$ cat src/rtl/sparc_mem_pkg.sv
// Shared types and constants for the memory access sequencer: FSM state
// encoding, MAR/MDR mux select values and the default fetch opcode.
package sparc_mem_pkg;

    typedef enum logic [2:0] {
        ST_IDLE     = 3'd0,
        ST_LOAD_MAR = 3'd1,
        ST_LOAD_MDR = 3'd2,
        ST_WAIT     = 3'd3,
        ST_CAPTURE  = 3'd4,
        ST_FAULT    = 3'd5,
        ST_DONE     = 3'd6
    } state_e;

    localparam logic MAR_SEL_PC  = 1'b0;
    localparam logic MAR_SEL_ALU = 1'b1;
    localparam logic MDR_SEL_BUS = 1'b0;
    localparam logic MDR_SEL_RAM = 1'b1;

    // Word load used for every instruction fetch.
    localparam logic [5:0] FETCH_OPCODE_DEFAULT = 6'b000000;

endpackage

$ cat src/rtl/mem_access_sequencer_if.sv
// Requester, RAM handshake and datapath control signals of the sequencer.
// Handshake: a requester raises its req and holds it until its ack pulses for
// one cycle; MFC from the RAM is only honoured while the strobe is in WAIT.
interface mem_access_sequencer_if;

    logic       if_req;
    logic       if_ack;
    logic       d_req;
    logic       d_write;
    logic [5:0] d_opcode;
    logic       d_ack;
    logic       err;
    logic       MFC;
    logic       MAR_Enable;
    logic       MAR_Mux_select;
    logic       MDR_Enable;
    logic       MDR_Mux_select;
    logic       RAM_enable;
    logic [5:0] RAM_OpCode;
    logic       busy;

    // Environment side: ControlUnit requesters and the RAM's MFC line.
    modport master (
        output if_req, d_req, d_write, d_opcode, MFC,
        input  if_ack, d_ack, err, MAR_Enable, MAR_Mux_select, MDR_Enable,
               MDR_Mux_select, RAM_enable, RAM_OpCode, busy
    );

    modport slave (
        input  if_req, d_req, d_write, d_opcode, MFC,
        output if_ack, d_ack, err, MAR_Enable, MAR_Mux_select, MDR_Enable,
               MDR_Mux_select, RAM_enable, RAM_OpCode, busy
    );

endinterface

$ cat src/rtl/mem_wait_timer.sv
// Counts WAIT cycles and flags the cycle on which the count would reach
// TIMEOUT_CYCLES; a TIMEOUT_CYCLES of 0 never times out.
module mem_wait_timer #(
    parameter int unsigned TIMEOUT_CYCLES = 16
) (
    input  logic clk,
    input  logic rst,
    input  logic clear,
    input  logic incr,
    output logic timed_out
);

    localparam int unsigned CW = (TIMEOUT_CYCLES > 1) ? $clog2(TIMEOUT_CYCLES) : 1;
    // Compare against the pre-increment value so the fault follows the Nth cycle.
    localparam logic [CW-1:0] LIMIT = (TIMEOUT_CYCLES == 0) ? '0 : CW'(TIMEOUT_CYCLES - 1);

    logic [CW-1:0] count_q, count_d;

    always_comb begin
        count_d = count_q;
        if (clear) begin
            count_d = '0;
        end else if (incr) begin
            count_d = count_q + CW'(1);
        end
    end

    always_ff @(posedge clk) begin
        if (rst) begin
            count_q <= '0;
        end else begin
            count_q <= count_d;
        end
    end

    assign timed_out = (TIMEOUT_CYCLES != 0) && incr && (count_q == LIMIT);

endmodule

$ cat src/rtl/mem_access_sequencer.sv
// Sequences MAR/MDR/RAM controls for one memory transaction at a time,
// arbitrating fetch vs data requests (data wins) and acking the owner.
module mem_access_sequencer
    import sparc_mem_pkg::*;
#(
    parameter int unsigned TIMEOUT_CYCLES = 16,
    parameter logic [5:0]  FETCH_OPCODE   = FETCH_OPCODE_DEFAULT
) (
    input  logic                  Clk,
    input  logic                  Clr,
    mem_access_sequencer_if.slave bus,
    output state_e                dbg_state
);

    state_e     state_q, state_d;
    logic       owner_q, owner_d;      // 1 = data side, 0 = fetch side
    logic       write_q, write_d;
    logic [5:0] opcode_q, opcode_d;
    logic       err_flag_q, err_flag_d;

    logic timer_clear;
    logic timer_incr;
    logic timed_out;

    mem_wait_timer #(
        .TIMEOUT_CYCLES(TIMEOUT_CYCLES)
    ) u_wait_timer (
        .clk      (Clk),
        .rst      (Clr),
        .clear    (timer_clear),
        .incr     (timer_incr),
        .timed_out(timed_out)
    );

    always_ff @(posedge Clk) begin
        if (Clr) begin
            state_q    <= ST_IDLE;
            owner_q    <= 1'b0;
            write_q    <= 1'b0;
            opcode_q   <= 6'b000000;
            err_flag_q <= 1'b0;
        end else begin
            state_q    <= state_d;
            owner_q    <= owner_d;
            write_q    <= write_d;
            opcode_q   <= opcode_d;
            err_flag_q <= err_flag_d;
        end
    end

    always_comb begin
        state_d     = state_q;
        owner_d     = owner_q;
        write_d     = write_q;
        opcode_d    = opcode_q;
        err_flag_d  = err_flag_q;
        timer_clear = 1'b0;
        timer_incr  = 1'b0;

        unique case (state_q)
            ST_IDLE: begin
                if (bus.d_req) begin
                    owner_d  = 1'b1;
                    write_d  = bus.d_write;
                    opcode_d = bus.d_opcode;
                    state_d  = ST_LOAD_MAR;
                end else if (bus.if_req) begin
                    owner_d  = 1'b0;
                    write_d  = 1'b0;
                    opcode_d = FETCH_OPCODE;
                    state_d  = ST_LOAD_MAR;
                end
            end
            ST_LOAD_MAR: state_d = write_q ? ST_LOAD_MDR : ST_WAIT;
            ST_LOAD_MDR: state_d = ST_WAIT;
            ST_WAIT: begin
                timer_incr = 1'b1;
                // MFC wins over a timeout reached on the same cycle.
                if (bus.MFC) begin
                    state_d = write_q ? ST_DONE : ST_CAPTURE;
                end else if (timed_out) begin
                    state_d = ST_FAULT;
                end
            end
            ST_CAPTURE: state_d = ST_DONE;
            ST_FAULT: begin
                err_flag_d = 1'b1;
                state_d    = ST_DONE;
            end
            ST_DONE: begin
                timer_clear = 1'b1;
                err_flag_d  = 1'b0;
                state_d     = ST_IDLE;
            end
            default: state_d = ST_IDLE;
        endcase
    end

    // Moore outputs: decoded only from registered state.
    assign bus.MAR_Enable     = (state_q == ST_LOAD_MAR);
    assign bus.MAR_Mux_select = (state_q == ST_LOAD_MAR) ? (owner_q ? MAR_SEL_ALU : MAR_SEL_PC)
                                                         : MAR_SEL_PC;
    assign bus.MDR_Enable     = (state_q == ST_LOAD_MDR) || (state_q == ST_CAPTURE);
    assign bus.MDR_Mux_select = (state_q == ST_CAPTURE) ? MDR_SEL_RAM : MDR_SEL_BUS;
    assign bus.RAM_enable     = (state_q == ST_WAIT) || (state_q == ST_CAPTURE);
    assign bus.RAM_OpCode     = opcode_q;
    assign bus.busy           = (state_q != ST_IDLE);
    assign bus.if_ack         = (state_q == ST_DONE) && !owner_q;
    assign bus.d_ack          = (state_q == ST_DONE) && owner_q;
    assign bus.err            = (state_q == ST_DONE) && err_flag_q;
    assign dbg_state          = state_q;

endmodule

$ cat src/flat_wrapper.sv
// flat-port wrapper written by rule: the top's interface ports become plain ports
module mem_access_sequencer_flat import sparc_mem_pkg::*;
#(
    parameter int unsigned TIMEOUT_CYCLES = 16,
    parameter logic [5:0]  FETCH_OPCODE   = FETCH_OPCODE_DEFAULT
)
  (Clk, Clr, dbg_state, bus_if_req, bus_d_req, bus_d_write, bus_d_opcode, bus_MFC, bus_if_ack, bus_d_ack, bus_err, bus_MAR_Enable, bus_MAR_Mux_select, bus_MDR_Enable, bus_MDR_Mux_select, bus_RAM_enable, bus_RAM_OpCode, bus_busy);
  mem_access_sequencer_if bus_i ();
  input  logic Clk;
  input  logic Clr;
  output state_e dbg_state;
  input wire logic [$bits(bus_i.if_req)-1:0] bus_if_req;
  input wire logic [$bits(bus_i.d_req)-1:0] bus_d_req;
  input wire logic [$bits(bus_i.d_write)-1:0] bus_d_write;
  input wire logic [$bits(bus_i.d_opcode)-1:0] bus_d_opcode;
  input wire logic [$bits(bus_i.MFC)-1:0] bus_MFC;
  output wire logic [$bits(bus_i.if_ack)-1:0] bus_if_ack;
  output wire logic [$bits(bus_i.d_ack)-1:0] bus_d_ack;
  output wire logic [$bits(bus_i.err)-1:0] bus_err;
  output wire logic [$bits(bus_i.MAR_Enable)-1:0] bus_MAR_Enable;
  output wire logic [$bits(bus_i.MAR_Mux_select)-1:0] bus_MAR_Mux_select;
  output wire logic [$bits(bus_i.MDR_Enable)-1:0] bus_MDR_Enable;
  output wire logic [$bits(bus_i.MDR_Mux_select)-1:0] bus_MDR_Mux_select;
  output wire logic [$bits(bus_i.RAM_enable)-1:0] bus_RAM_enable;
  output wire logic [$bits(bus_i.RAM_OpCode)-1:0] bus_RAM_OpCode;
  output wire logic [$bits(bus_i.busy)-1:0] bus_busy;
  assign bus_i.if_req = bus_if_req;
  assign bus_i.d_req = bus_d_req;
  assign bus_i.d_write = bus_d_write;
  assign bus_i.d_opcode = bus_d_opcode;
  assign bus_i.MFC = bus_MFC;
  assign bus_if_ack = bus_i.if_ack;
  assign bus_d_ack = bus_i.d_ack;
  assign bus_err = bus_i.err;
  assign bus_MAR_Enable = bus_i.MAR_Enable;
  assign bus_MAR_Mux_select = bus_i.MAR_Mux_select;
  assign bus_MDR_Enable = bus_i.MDR_Enable;
  assign bus_MDR_Mux_select = bus_i.MDR_Mux_select;
  assign bus_RAM_enable = bus_i.RAM_enable;
  assign bus_RAM_OpCode = bus_i.RAM_OpCode;
  assign bus_busy = bus_i.busy;
  mem_access_sequencer #(.TIMEOUT_CYCLES(TIMEOUT_CYCLES), .FETCH_OPCODE(FETCH_OPCODE)) u_core (.Clk(Clk), .Clr(Clr), .bus(bus_i), .dbg_state(dbg_state));
endmodule
$ cat config.mk
export PLATFORM = sky130hd
export DESIGN_NAME = mem_access_sequencer_flat
export DESIGN_NICKNAME = d
export VERILOG_FILES = /design/src/rtl/sparc_mem_pkg.sv /design/src/rtl/mem_access_sequencer_if.sv /design/src/rtl/mem_wait_timer.sv /design/src/rtl/mem_access_sequencer.sv /design/src/flat_wrapper.sv
export SDC_FILE = /design/constraint.sdc
export NUM_CORES = 1
export LEC_CHECK = 0
export BUFFER_PORTS_ARGS = -buffer_cell sky130_fd_sc_hd__buf_2
export CAP_MARGIN = 40
export CORE_MARGIN = 8
export CORE_UTILIZATION = 45
export CTS_BUF_LIST = sky130_fd_sc_hd__clkbuf_2
export DETAILED_ROUTE_END_ITERATION = 8
export HOLD_SLACK_MARGIN = 0.1
export PLACE_DENSITY = 0.79
export SYNTH_ARGS = -nofsm -noshare
export SYNTH_HDL_FRONTEND = slang
export SYNTH_SLANG_ARGS = --single-unit
$ cat constraint.sdc
create_clock -name Clk -period 1.48 [get_ports Clk]
set_input_delay 0.074 -clock Clk [delete_from_list [all_inputs] [get_ports Clk]]
set_output_delay 0.074 -clock Clk [all_outputs]
set_load 0.005 [all_outputs]
; ---- Yosys cells after proc, flatten, opt, wreduce, memory -nomap -nowiden
; Index checks and enable logic that the tools add are counted.
[word_totals]
register_bits = 16
input_bits = 12
output_inout_bits = 18
elab_cells = 49
[op_classes]
n_addsub = 1
n_eq_ne = 9
mux = 18
n_reduce_logical = 15
[ops]
columns = cell, count
row1 = $pmux 3 s5, 1
row2 = $mux 3, 4
row3 = $mux 6, 2
row4 = $eq 3x3->1 const B, 3
row5 = $mux 1, 9
row6 = $eq 3x2->1 const B, 2
row7 = $add 4x1->4 const B, 1
row8 = $eq 4x4->1 const B, 1
row9 = $logic_and 1x1->1, 4
row10 = $reduce_and 2->1, 2
row11 = $reduce_bool 2->1, 2
row12 = $reduce_or 2->1, 2
row13 = $eq 3x1->1 const B, 1
row14 = $logic_not 3->1, 1
row15 = $ne 3x2->1 const B, 1
row16 = $ne 3x3->1 const B, 1
row17 = $reduce_bool 3->1, 1
row18 = $logic_or 1x1->1, 2
row19 = $mux 2, 1
row20 = $pmux 1 s2, 1
row21 = $logic_not 1->1, 1

; ---- Longest topological paths before layout
; Gate-level depths: netlist (run 1).
[depth]
word_depth = 6
depth_mapped = 5
mapped_depth_nobuf = 5

; ---- By module
; From an unflattened synthesis (run 1), not the netlist that was laid out.
[unflattened]
cells_unflattened = 74
area_unflattened_um2 = 782.0
[by_module_without_submodules]
columns = module, n_inst, cells_each, area_each_um2, seq_area_each_um2
row1 = mem_access_sequencer, 1, 56, 560.5, 240.2
row2 = mem_wait_timer, 1, 18, 221.5, 80.1

; ---- Least setup slack after synthesis (run 1)
; No wires, ideal clock.
[synth_timing]
path_kind = reg-to-reg
startpoint = register u_core.u_wait_timer.count_q[0]
endpoint = register u_core.u_wait_timer.count_q[2]
setup_ps = 128
t_arrival_ps = 1014
t_required_ps = 1352
slack_ps = 339
stages_incl_launch_ff = 6
n_path_buf = 0
period_less_slack_ps = 1141
cell_sequence = dfxtp_1 ha_1 and4b_1 a21oi_1 a2bb2oi_1 nor2_1
[synth_via]
elab_chain_len = 1
[synth_rtl]
columns = item, line_no
row1 = from (decl), mem_wait_timer.sv:17  ; logic [CW-1:0] count_q, count_d;
row2 = from (signal assigned), mem_wait_timer.sv:32  ; count_q <= count_d;
row3 = $add 4x1->4, mem_wait_timer.sv:24  ; count_d = count_q + CW'(1);
; No other way between the ends.
; A chain may end at the register's enable or synchronous reset.

; ---- Final worst setup path (run 1)
[layout_timing]
startpoint = register u_core.state_q[2], in the netlist u_core.dbg_state[2]
endpoint = output port bus_MDR_Enable
[layout_via]
elab_chain_len = 2
elab_cells_between_ends = 3
classes_between = eq/ne (2) / reduce/logical (1)
[layout_rtl]
columns = item, line_no
row1 = from (decl), mem_access_sequencer.sv:15  ; state_e state_q, state_d;
row2 = from (signal assigned), mem_access_sequencer.sv:43  ; state_q <= state_d;
row3 = $eq 3x2->1 or $eq 3x3->1 (tied branches), mem_access_sequencer.sv:103  ; assign bus.MDR_Enable = (state_q == ST_LOAD_MDR) || (state_q == ST_CAPTURE);
row4 = $logic_or 1x1->1 *, mem_access_sequencer.sv:103
row5 = to (decl), flat_wrapper.sv:22  ; output wire logic [$bits(bus_i.MDR_Enable)-1:0] bus_MDR_Enable;
; Every way passes the cells marked *; elsewhere a longest branch is shown, timed or not.

==> impl_metrics.tcl, run 1 <==
set metrics [dict create \
    r2r_slack_ps 150 \
    clock_path_buffers 2 \
    synth.area.top_cells "sky130_fd_sc_hd__dfxtp_1, sky130_fd_sc_hd__a22oi_1, sky130_fd_sc_hd__nor2_1" \
    htree_levels 1 \
    route.detailed.wl_per_inst_um 13.7 \
    fmax_ghz 0.711 \
    clock_sink_count 16 \
    timing.hold.worst.class "input port to flop" \
    syn_area_per_cell_sq_um 8.02 \
    r2r_end "u_core.bus.RAM_OpCode[0]$_SDFFE_PP0P_" \
    p_sw_share_pct 30.4 \
    max_stage_delay_ps 380 \
    use_met3_pct 7.17 \
    post-layout-total-power_mw 0.900 \
    max_cap_violations 0 \
    clk-insertion-delay-late_ps 280 \
    timing.rr.start "u_core.dbg_state[2]$_SDFFE_PP0P_" \
    synth_area_leader_cell "sky130_fd_sc_hd__dfxtp_1" \
    placedCellCount 138 \
    finalWirelength_um 2100 \
    synth.yosys.seq_area_share_pct 41.6 \
    worst-path-max-fanout 7 \
    routed-via-count 815 \
    timing_worst_setup_path_type "flop to output pin" \
    ys_ff_latch 16 \
    setup.worst_path.start_class "flop" \
    crit_path_cell_trace "buf_4 -> or2b_1 -> a21oi_1 -> buf_2" \
    critical-path-slowest-cell "sky130_fd_sc_hd__dfxtp_4" \
    power.density_mw_per_mm2 852 \
    post_route_clock_period_utilization_pct 95.1 \
    grt.met2_usage_pct 23.0 \
    run_status "finished, final reports clean" \
    fin_worst_skew_ps 4.79 \
    synthCells 96 \
    vias_per_cell 5.33 \
    initial_core_util_pct 46.1 \
    timing.critical_path.required_ps 1410 \
    first_iter_violations 21 \
    globalRoute.totalOverflow 0 \
    numCtsBuffers 3 \
    grt_max_degree 17 \
    globalRoute.busiestLayer "met2" \
    detail-route-antenna-nets 0 \
    netlist.area_leader.share_pct 41.6 \
    groute.layer.met1.usage_pct 13.5 \
    totalNegativeSetupSlack_ps 0 \
    post_route_cells_drive_above_1_share_pct 30.9 \
    timing.slew.headroom_pct 64.3 \
    chipHeight_um 57.4 \
    die-area_sq_mm 0.00329 \
    fin_nets 151 \
    tritoncts_clock_tree "built" \
    ys_types 29 \
    worstSetupEndpointType "output pin" \
    drt_pass1_iterations 4 \
    worst_ep_arrival_time_ps 1330 \
    antenna-diode-count 0 \
    syn-cell-area_sq_um 769 \
    first_global_vias 834 \
    drcViolationCount 0 \
    die_width_um 57.4 \
    p_sw_mw 0.274 \
    overall_track_demand_over_capacity_in_global_routing_pct 13.7 \
    grt_first_pass_wirelength_um 3570 \
    crit_path_start "u_core.dbg_state[2]$_SDFFE_PP0P_" \
    finalWorstPathRequiredPeriod_ps 1410 \
    place.port_buffers 29 \
    floorplan.rows 15 \
    final-hold-violation-count 0 \
    worst_setup_path_endpoint "bus_MDR_Enable" \
    tightest_slew_ps 532 \
    ios 30 \
    gp_congestion 0.821 \
    intPower_mw 0.626 \
    finalSetupViolations 0 \
    fraction_of_power_consumed_by_sequential_logic_pct 54.9 \
    clk_transition_reported_paths_ps 150 \
    area.growth.synth_to_final_pct 37.4 \
    place.detailed.hpwl_um 1490 \
    rr_worst_depth 5 \
    syn_nets 109 \
    max-vdd-ir-drop_mv 0.553 \
    finish.cell_count_without_fillers 153 \
    floorplan.core_area_sq_mm 0.00167 \
    power_frac_clock_pct 20.4 \
    leakagePower_nw 0.511 \
    drv_slew 0 \
    number_of_warning_messages_in_the_yosys_log 0 \
    comb_power_share_pct 24.7 \
    cts_root_buffer "sky130_fd_sc_hd__clkbuf_2" \
    number_of_antenna_violations_at_the_first_check_in_global_routing 0 \
]
[cell usage after synthesis (all sizes together)]
cell,instances
a21o,1
a21oi,6
a22o,1
a22oi,9
a2bb2oi,1
a31oi,1
and2,2
and3,2
and4b,1
buf,4
clkbuf,2
dfxtp,16
ha,1
inv,6
mux2,1
mux2i,1
nand2,6
nand2b,1
nand3,2
nor2,15
nor2b,2
nor3,5
nor4,2
o21ai,6
o221ai,1
or2b,1
[layer usage]
layer | wire length [um] | vias to the layer above
met2 | 1030 | 28
met5 | 0 | -
met4 | 13 | 0
li1 | - | 420
met1 | 868 | 365
met3 | 182 | 2
[cells in the final DEF (no fill, tap or decap), drive strengths merged]
master / instances
a31oi: 1
nor2: 15
clkbuf: 3
a2bb2oi: 1
mux2i: 1
a22oi: 9
nand2b: 1
o221ai: 1
buf: 34
dlygate4sd3: 9
dfxtp: 16
or2b: 1
and3: 2
a22o: 1
nor2b: 2
a21o: 1
nor3: 5
a21oi: 6
ha: 1
o21ai: 6
and2: 2
nand3: 2
mux2: 1
nor4: 2
nand2: 6
and4b: 1
inv: 6
[worst min path at each step]
stage	startpoint	endpoint	slack (ps)	cells past startpoint
after floorplan	bus_d_write	u_core.write_q$_SDFFE_PP0P_	240	2
after global placement	bus_d_opcode[1]	u_core.bus.RAM_OpCode[1]$_SDFFE_PP0P_	320	3
after detailed placement	bus_d_write	u_core.write_q$_SDFFE_PP0P_	330	3
after CTS	bus_d_req	u_core.dbg_state[0]$_SDFFE_PP0P_	110	3
after global routing	bus_d_req	u_core.dbg_state[0]$_SDFFE_PP0P_	110	3
final	Clr	u_core.owner_q$_SDFFE_PP0P_	140	2
[layout make-up]
class                   count  area (sq um)
fillers                   146           613
multi-input cells          68           394
repair buffers             43           273
inverters                   6          22.5
well taps                  17          21.3
clock buffers               3          15.0
flip-flops and latches     16           332
[critical path, delay by kind of cell (launching register included)]
kind	cells	cell delay (ps)
flip-flops	1	380
AND/OR/NAND/NOR	1	260
AO/OA/AOI/OAI	1	140
buffers and inverters	2	280
[flip-flops by register name, indices dropped and copies added, names as in the netlist]
signal                       count
u_core.bus.RAM_OpCode            6
u_core.u_wait_timer.count_q      4
u_core.dbg_state                 3
u_core.err_flag_q                1
u_core.owner_q                   1
u_core.write_q                   1
[through the flow]
step	instance area, sq um	setup WS, ps	utilization [%]	hold slack, ps
2_1_floorplan	769	339	-	235
3_3_place_gp	918	213	55.0	320
3_5_place_dp	918	160	55.0	335
4_1_cts	1030	27.0	61.5	114
5_1_grt	1060	-4.02	63.3	110
6_report	1060	73.0	63.3	142
[timing repair]
| item | in CTS | in global routing |
|---|---|---|
| setup endpoints to repair | 5 | 6 |
| resized for setup | 3 | 3 |
| hold buffers | 9 | 0 |
| hold endpoints to repair | 8 | 0 |
| buffers inserted | 0 | 3 |
[cells by family after synthesis]
| group | share of synthesized area (%) |
|---|---|
| DFF | 41.6 |
| buffers and inverters | 7.15 |
| AOI/OAI and AO/OA | 21.8 |
| muxes | 2.76 |
| and+or+nand+nor | 25.0 |
| adders and majority gates | 1.63 |
[power by group through the flow]
stage / Combinational [mW] / Clock (mW) / Sequential (mW)
after CTS: 0.212 / 0.195 / 0.496
after floorplan: 0.132 / 0 / 0.491
after global placement: 0.189 / 0 / 0.501
final: 0.223 / 0.183 / 0.494
after global routing: 0.250 / 0.214 / 0.500
after detailed placement: 0.193 / 0 / 0.503
No activity file was read; power rests on OpenSTA's default activity.
==> run 2, diff against run 1 <==
--- a/config.mk
+++ b/config.mk
@@ -8,11 +8,11 @@
 export BUFFER_PORTS_ARGS = -buffer_cell sky130_fd_sc_hd__buf_2
 export CAP_MARGIN = 40
 export CORE_MARGIN = 8
-export CORE_UTILIZATION = 45
+export CORE_UTILIZATION = 40
 export CTS_BUF_LIST = sky130_fd_sc_hd__clkbuf_2
 export DETAILED_ROUTE_END_ITERATION = 8
 export HOLD_SLACK_MARGIN = 0.1
-export PLACE_DENSITY = 0.79
+export PLACE_DENSITY = 0.72
 export SYNTH_ARGS = -nofsm -noshare
 export SYNTH_HDL_FRONTEND = slang
 export SYNTH_SLANG_ARGS = --single-unit
==> impl_metrics.tcl, run 2 (synthesized netlist as in run 1, its figures left out) <==
set metrics [dict create \
    worstHoldPathCells 3 \
    ios 30 \
    final_design_area_no_fill_sq_mm 0.00107 \
    worst-path-max-fanout 15 \
    die_width_um 59.9 \
    fmax_ghz 0.731 \
    place.port_buffers 29 \
    final-hold-violation-count 0 \
    postLayoutSetupSlackWorst_ps 113 \
    fin_nets 150 \
    finalWirelength_um 2090 \
    floorplan.core_area_sq_mm 0.00188 \
    timing.critical_path.required_ps 1410 \
    dpl-instance-area_sq_um 931 \
    fin_worst_skew_ps 5.20 \
    first_iter_violations 14 \
    vias_per_cell 5.02 \
    placedCellCount 148 \
    chipHeight_um 59.9 \
    area.growth.synth_to_final_pct 39.2 \
    cts_root_buffer "sky130_fd_sc_hd__clkbuf_2" \
    timing.hold.worst_endpoint "u_core.dbg_state[0]$_SDFFE_PP0P_" \
    clock_path_buffers 2 \
    antenna-diode-count 0 \
    tightest_slew_ps 544 \
    timing.rr.start "u_core.u_wait_timer.count_q[0]$_SDFFE_PP0N_" \
    placement.setup.worst_slack_ps 156 \
    finalSetupViolations 0 \
    numCtsBuffers 3 \
    post_route_clock_period_utilization_pct 92.4 \
    hold_path.startpoint "bus_d_req" \
    globalRoute.busiestLayer "met2" \
    largest_register_ffs 6 \
    fillerInstances 190 \
    timing.slew.headroom_pct 63.5 \
    number_of_antenna_violations_at_the_first_check_in_global_routing 0 \
    clock_sink_count 16 \
    max-vdd-ir-drop_mv 0.554 \
    rsz0062_at_grt "false" \
    finalWorstPathRequiredPeriod_ps 1370 \
    timing_worst_setup_path_type "flop to output pin" \
    clk-insertion-delay-late_ps 290 \
    initial_core_util_pct 40.9 \
    drcViolationCount 0 \
    layout_common_cells "sky130_fd_sc_hd__buf_2, sky130_fd_sc_hd__nor2_1, sky130_fd_sc_hd__dfxtp_1, sky130_fd_sc_hd__a22oi_1, sky130_fd_sc_hd__dlygate4sd3_1" \
    place.detailed.hpwl_um 1480 \
    globalRoute.totalOverflow 0 \
    overall_track_demand_over_capacity_in_global_routing_pct 12.1 \
    detail-route-antenna-nets 0 \
    first_global_vias 796 \
    most_frequent_standard_cell_in_the_layout_excluding_fill_and_tap_cells "sky130_fd_sc_hd__buf_2" \
    groute.layer.met1.usage_pct 13.3 \
    routed-via-count 819 \
    tritoncts_clock_tree "built" \
    run_status "finished, final reports clean" \
    route.detailed.wl_per_inst_um 12.8 \
    worstSetupEndpointType "output pin" \
    post-layout-total-power_mw 0.909 \
    max_cap_violations 0 \
    totalNegativeSetupSlack_ps 0 \
    rr_worst_depth 5 \
    clk_transition_reported_paths_ps 150 \
    htree_levels 1 \
    worst_ep_arrival_time_ps 1290 \
    use_met3_pct 4.73 \
    die-area_sq_mm 0.00358 \
    setup.worst_path.start_class "flop" \
    r2r_end "u_core.dbg_state[1]$_SDFFE_PP0P_" \
    grt.met2_usage_pct 20.3 \
    post_route_cells_drive_above_1_share_pct 30.9 \
    r2r_slack_ps 190 \
    timing.hold.worst.class "input port to flop" \
    grt_max_degree 17 \
    power.density_mw_per_mm2 849 \
    drt_pass1_iterations 4 \
    floorplan.rows 16 \
    leakagePower_nw 0.509 \
    gp_congestion 0.846 \
    grt_first_pass_wirelength_um 3400 \
    drv_slew 0 \
    finish.cell_count_without_fillers 163 \
]
## run 2: what timing repair did
action	in CTS	in global routing
resized for setup	3	4
endpoints found under the hold margin	8	0
endpoints found under the setup margin	8	5
buffers inserted	0	2
hold buffers	9	0
cloned	0	0
## run 2: cell type report
cell class | instances | area (sq um) | share of cell area, %
timing repair buffer | 42 | 265 | 24.8
sequential | 16 | 332 | 31.0
clock inverter | 1 | 3.75 | 0.350
tap | 27 | 33.8 | 3.15
clock buffer | 3 | 15.0 | 1.40
multi-input combinational | 68 | 399 | 37.3
inverter | 6 | 22.5 | 2.10
## run 2: per-layer routing
metal	up-vias	share of wire, %
met5	-	0
met4	0	1.0
met3	3	9.0
met2	27	48
met1	370	42
li1	419	-
## run 2: critical path: stages (launching register included)
cell	delay, ps
sky130_fd_sc_hd__dfxtp_4	460
sky130_fd_sc_hd__or2b_1	280
sky130_fd_sc_hd__a21oi_1	140
sky130_fd_sc_hd__buf_2	120
## run 2: where the power goes
group	total (mW)	internal, mW	switching (mW)	leakage [nW]
clock	0.196	0.0587	0.137	0.0140
combinational	0.217	0.108	0.108	0.362
sequential	0.497	0.460	0.0371	0.132
total	0.909	0.627	0.283	0.509
## run 2: metrics by stage
step | util [%] | hold slack, ps
2_1_floorplan | - | 235
3_3_place_gp | 49.5 | 323
3_5_place_dp | 49.5 | 334
4_1_cts | 55.5 | 107
5_1_grt | 56.9 | 122
6_report | 56.9 | 105
## run 2: worst max path at each step
stage / slack [ps] / start / to / cells after the start
4_1_cts: 7 / u_core.dbg_state[0]$_SDFFE_PP0P_ / bus_MAR_Mux_select / 4
6_report: 110 / u_core.dbg_state[1]$_SDFFE_PP0P_ / bus_MDR_Enable / 3
3_5_place_dp: 160 / u_core.dbg_state[1]$_SDFFE_PP0P_ / u_core.bus.RAM_OpCode[3]$_SDFFE_PP0P_ / 4
5_1_grt: 30 / u_core.dbg_state[0]$_SDFFE_PP0P_ / bus_MAR_Mux_select / 4
2_1_floorplan: 340 / u_core.u_wait_timer.count_q[0]$_SDFFE_PP0N_ / u_core.u_wait_timer.count_q[2]$_SDFFE_PP0N_ / 5
3_3_place_gp: 200 / u_core.dbg_state[1]$_SDFFE_PP0P_ / u_core.bus.RAM_OpCode[0]$_SDFFE_PP0P_ / 4
==> run 3, diff against run 2 <==
--- a/config.mk
+++ b/config.mk
@@ -12,6 +12,7 @@
 export CTS_BUF_LIST = sky130_fd_sc_hd__clkbuf_2
 export DETAILED_ROUTE_END_ITERATION = 8
 export HOLD_SLACK_MARGIN = 0.1
+export MAX_ROUTING_LAYER = met4
 export PLACE_DENSITY = 0.72
 export SYNTH_ARGS = -nofsm -noshare
 export SYNTH_HDL_FRONTEND = slang
==> constraint.sdc (replaced) <==
create_clock -name Clk -period 1.6 [get_ports Clk]
set_input_delay 0.08 -clock Clk [delete_from_list [all_inputs] [get_ports Clk]]
set_output_delay 0.08 -clock Clk [all_outputs]
set_load 0.005 [all_outputs]
==> impl_metrics.tcl, run 3 (synthesized netlist as in run 1, its figures left out) <==
set metrics [dict create \
    placedCellCount 147 \
    timing_worst_setup_path_type "flop to output pin" \
    timing.hold.worst.class "input port to flop" \
    most_frequent_standard_cell_in_the_layout_excluding_fill_and_tap_cells "sky130_fd_sc_hd__buf_2" \
    utilization_pct 53.7 \
    fmax_ghz 0.700 \
    clk-insertion-delay-late_ps 280 \
    fin_worst_skew_ps 1.65 \
    drv_slew 0 \
    finalWirelength_um 1970 \
    vias_per_cell 5.22 \
    die_width_um 59.9 \
    globalRoute.totalOverflow 0 \
    fillerInstances 185 \
    post_route_clock_period_utilization_pct 89.3 \
    critical-path-slowest-cell "sky130_fd_sc_hd__dfxtp_2" \
    clock_path_buffers 2 \
    seq_area_sq_um 323 \
    totalNegativeSetupSlack_ps 0 \
    floorplan.core_area_sq_mm 0.00188 \
    rsz0062_at_grt "false" \
    routed-via-count 819 \
    die-area_sq_mm 0.00358 \
    chipHeight_um 59.9 \
    place.detailed.hpwl_um 1420 \
    timing.critical_path.max_delay_family "flip-flops" \
    detail-route-antenna-nets 0 \
    largest_register_ffs 6 \
    worstSetupEndpointType "output pin" \
    run_status "finished, final reports clean" \
    gp_congestion 0.825 \
    postCtsSetupBuffers 0 \
    max_cap_violations 0 \
    critical_path.n_buffers_inverters 1 \
    rr_worst_depth 4 \
    setup.worst_path.start_class "flop" \
    crit_path_cell_trace "or2b_1 -> a21oi_1 -> buf_2" \
    grt_first_pass_wirelength_um 3400 \
    power.density_mw_per_mm2 810 \
    drcViolationCount 0 \
    numCtsBuffers 3 \
    htree_levels 1 \
    floorplan.rows 16 \
    worst-path-max-fanout 15 \
    post_route_cells_drive_above_1_share_pct 28.5 \
    multi_input_area_sq_um 394 \
    route.detailed.wl_per_inst_um 12.5 \
    tritoncts_clock_tree "built" \
    cts_root_buffer "sky130_fd_sc_hd__clkbuf_2" \
    grt_max_degree 17 \
    final-hold-violation-count 0 \
    first_iter_violations 12 \
    area.growth.synth_to_final_pct 31.4 \
    worst_ep_arrival_time_ps 1350 \
    fin_nets 145 \
    overall_track_demand_over_capacity_in_global_routing_pct 12.5 \
    max_stage_delay_ps 490 \
    max-vdd-ir-drop_mv 0.516 \
    initial_core_util_pct 40.9 \
    ios 30 \
    layout_common_cells "sky130_fd_sc_hd__buf_2, sky130_fd_sc_hd__nor2_1, sky130_fd_sc_hd__dfxtp_1, sky130_fd_sc_hd__a22oi_1, sky130_fd_sc_hd__dlygate4sd3_1" \
    clock_sink_count 16 \
    antenna-diode-count 0 \
    number_of_antenna_violations_at_the_first_check_in_global_routing 0 \
    timing.critical_path.required_ps 1520 \
    leakagePower_nw 0.481 \
    first_global_vias 820 \
    clk_transition_reported_paths_ps 140 \
    timing.slew.headroom_pct 66.0 \
    finalWorstPathRequiredPeriod_ps 1430 \
    place.port_buffers 29 \
    worstHoldPathCells 4 \
    tightest_slew_ps 506 \
    drt_pass1_iterations 4 \
    finish.cell_count_without_fillers 157 \
    finalSetupViolations 0 \
    critical_path_cell_count 3 \
]
-- run 3: cell types whose count changed in the layout (fill, tap and decap cells not counted) --
cell	before	now
sky130_fd_sc_hd__dfxtp_2	0	2
sky130_fd_sc_hd__nor3_2	2	1
sky130_fd_sc_hd__dfxtp_4	3	0
sky130_fd_sc_hd__dlygate4sd3_1	9	7
sky130_fd_sc_hd__nor3_1	3	4
sky130_fd_sc_hd__buf_4	4	1
sky130_fd_sc_hd__dfxtp_1	13	14
sky130_fd_sc_hd__clkinv_1	1	0
-- run 3: stage by stage --
stage	power, mW	hold slack (ps)	cell area (sq um)	worst slack [ps]
after floorplan	0.576	241	769	459
after global placement	0.639	326	923	284
after detailed placement	0.642	339	923	253
after CTS	0.822	120	1010	23.4
after global routing	0.869	134	1010	82.2
final	0.819	116	1010	171
-- run 3: final timing paths --
check	from	end	slack [ps]
setup / recovery	u_core.dbg_state[1]$_SDFFE_PP0P_	bus_MDR_Enable	170
hold / removal	bus_MFC	u_core.dbg_state[0]$_SDFFE_PP0P_	120
setup reg to reg	u_core.dbg_state[2]$_SDFFE_PP0P_	u_core.bus.RAM_OpCode[4]$_SDFFE_PP0P_	340
hold reg to reg	u_core.err_flag_q$_SDFFE_PP0P_	u_core.err_flag_q$_SDFFE_PP0P_	490
-- run 3: repair_timing --
| item | CTS | global route |
|---|---|---|
| gates resized for setup | 0 | 2 |
| hold buffers | 7 | 0 |
| endpoints found under the setup margin | 0 | 5 |
| hold endpoints to repair | 7 | 0 |
-- run 3: layout make-up --
class / count / share of cell area, %
Clock buffer: 3 / 1.49
Timing Repair Buffer: 37 / 22.0
Multi-Input combinational cell: 68 / 39.0
Sequential cell: 16 / 31.9
Inverter: 6 / 2.23
Tap cell: 27 / 3.34
-- run 3: worst register-to-register path, delay by kind of cell (launching register included) --
family | cells | cell delay [ps]
simple gates | 3 | 650
compound gates | 1 | 140
flops | 1 | 420
-- run 3: report_power, final --
group / internal, mW / switching (mW)
combinational: 0.0918 / 0.0988
sequential: 0.425 / 0.0314
clock: 0.0511 / 0.120
-- run 3: metal layers --
metal,up-vias,share of wire (%),GRT usage [%]
li1,408,-,-
met1,375,45,13.7
met2,33,47,21.1
met3,3,6.9,3.01
met4,0,1.1,5.10
met5,-,0,-
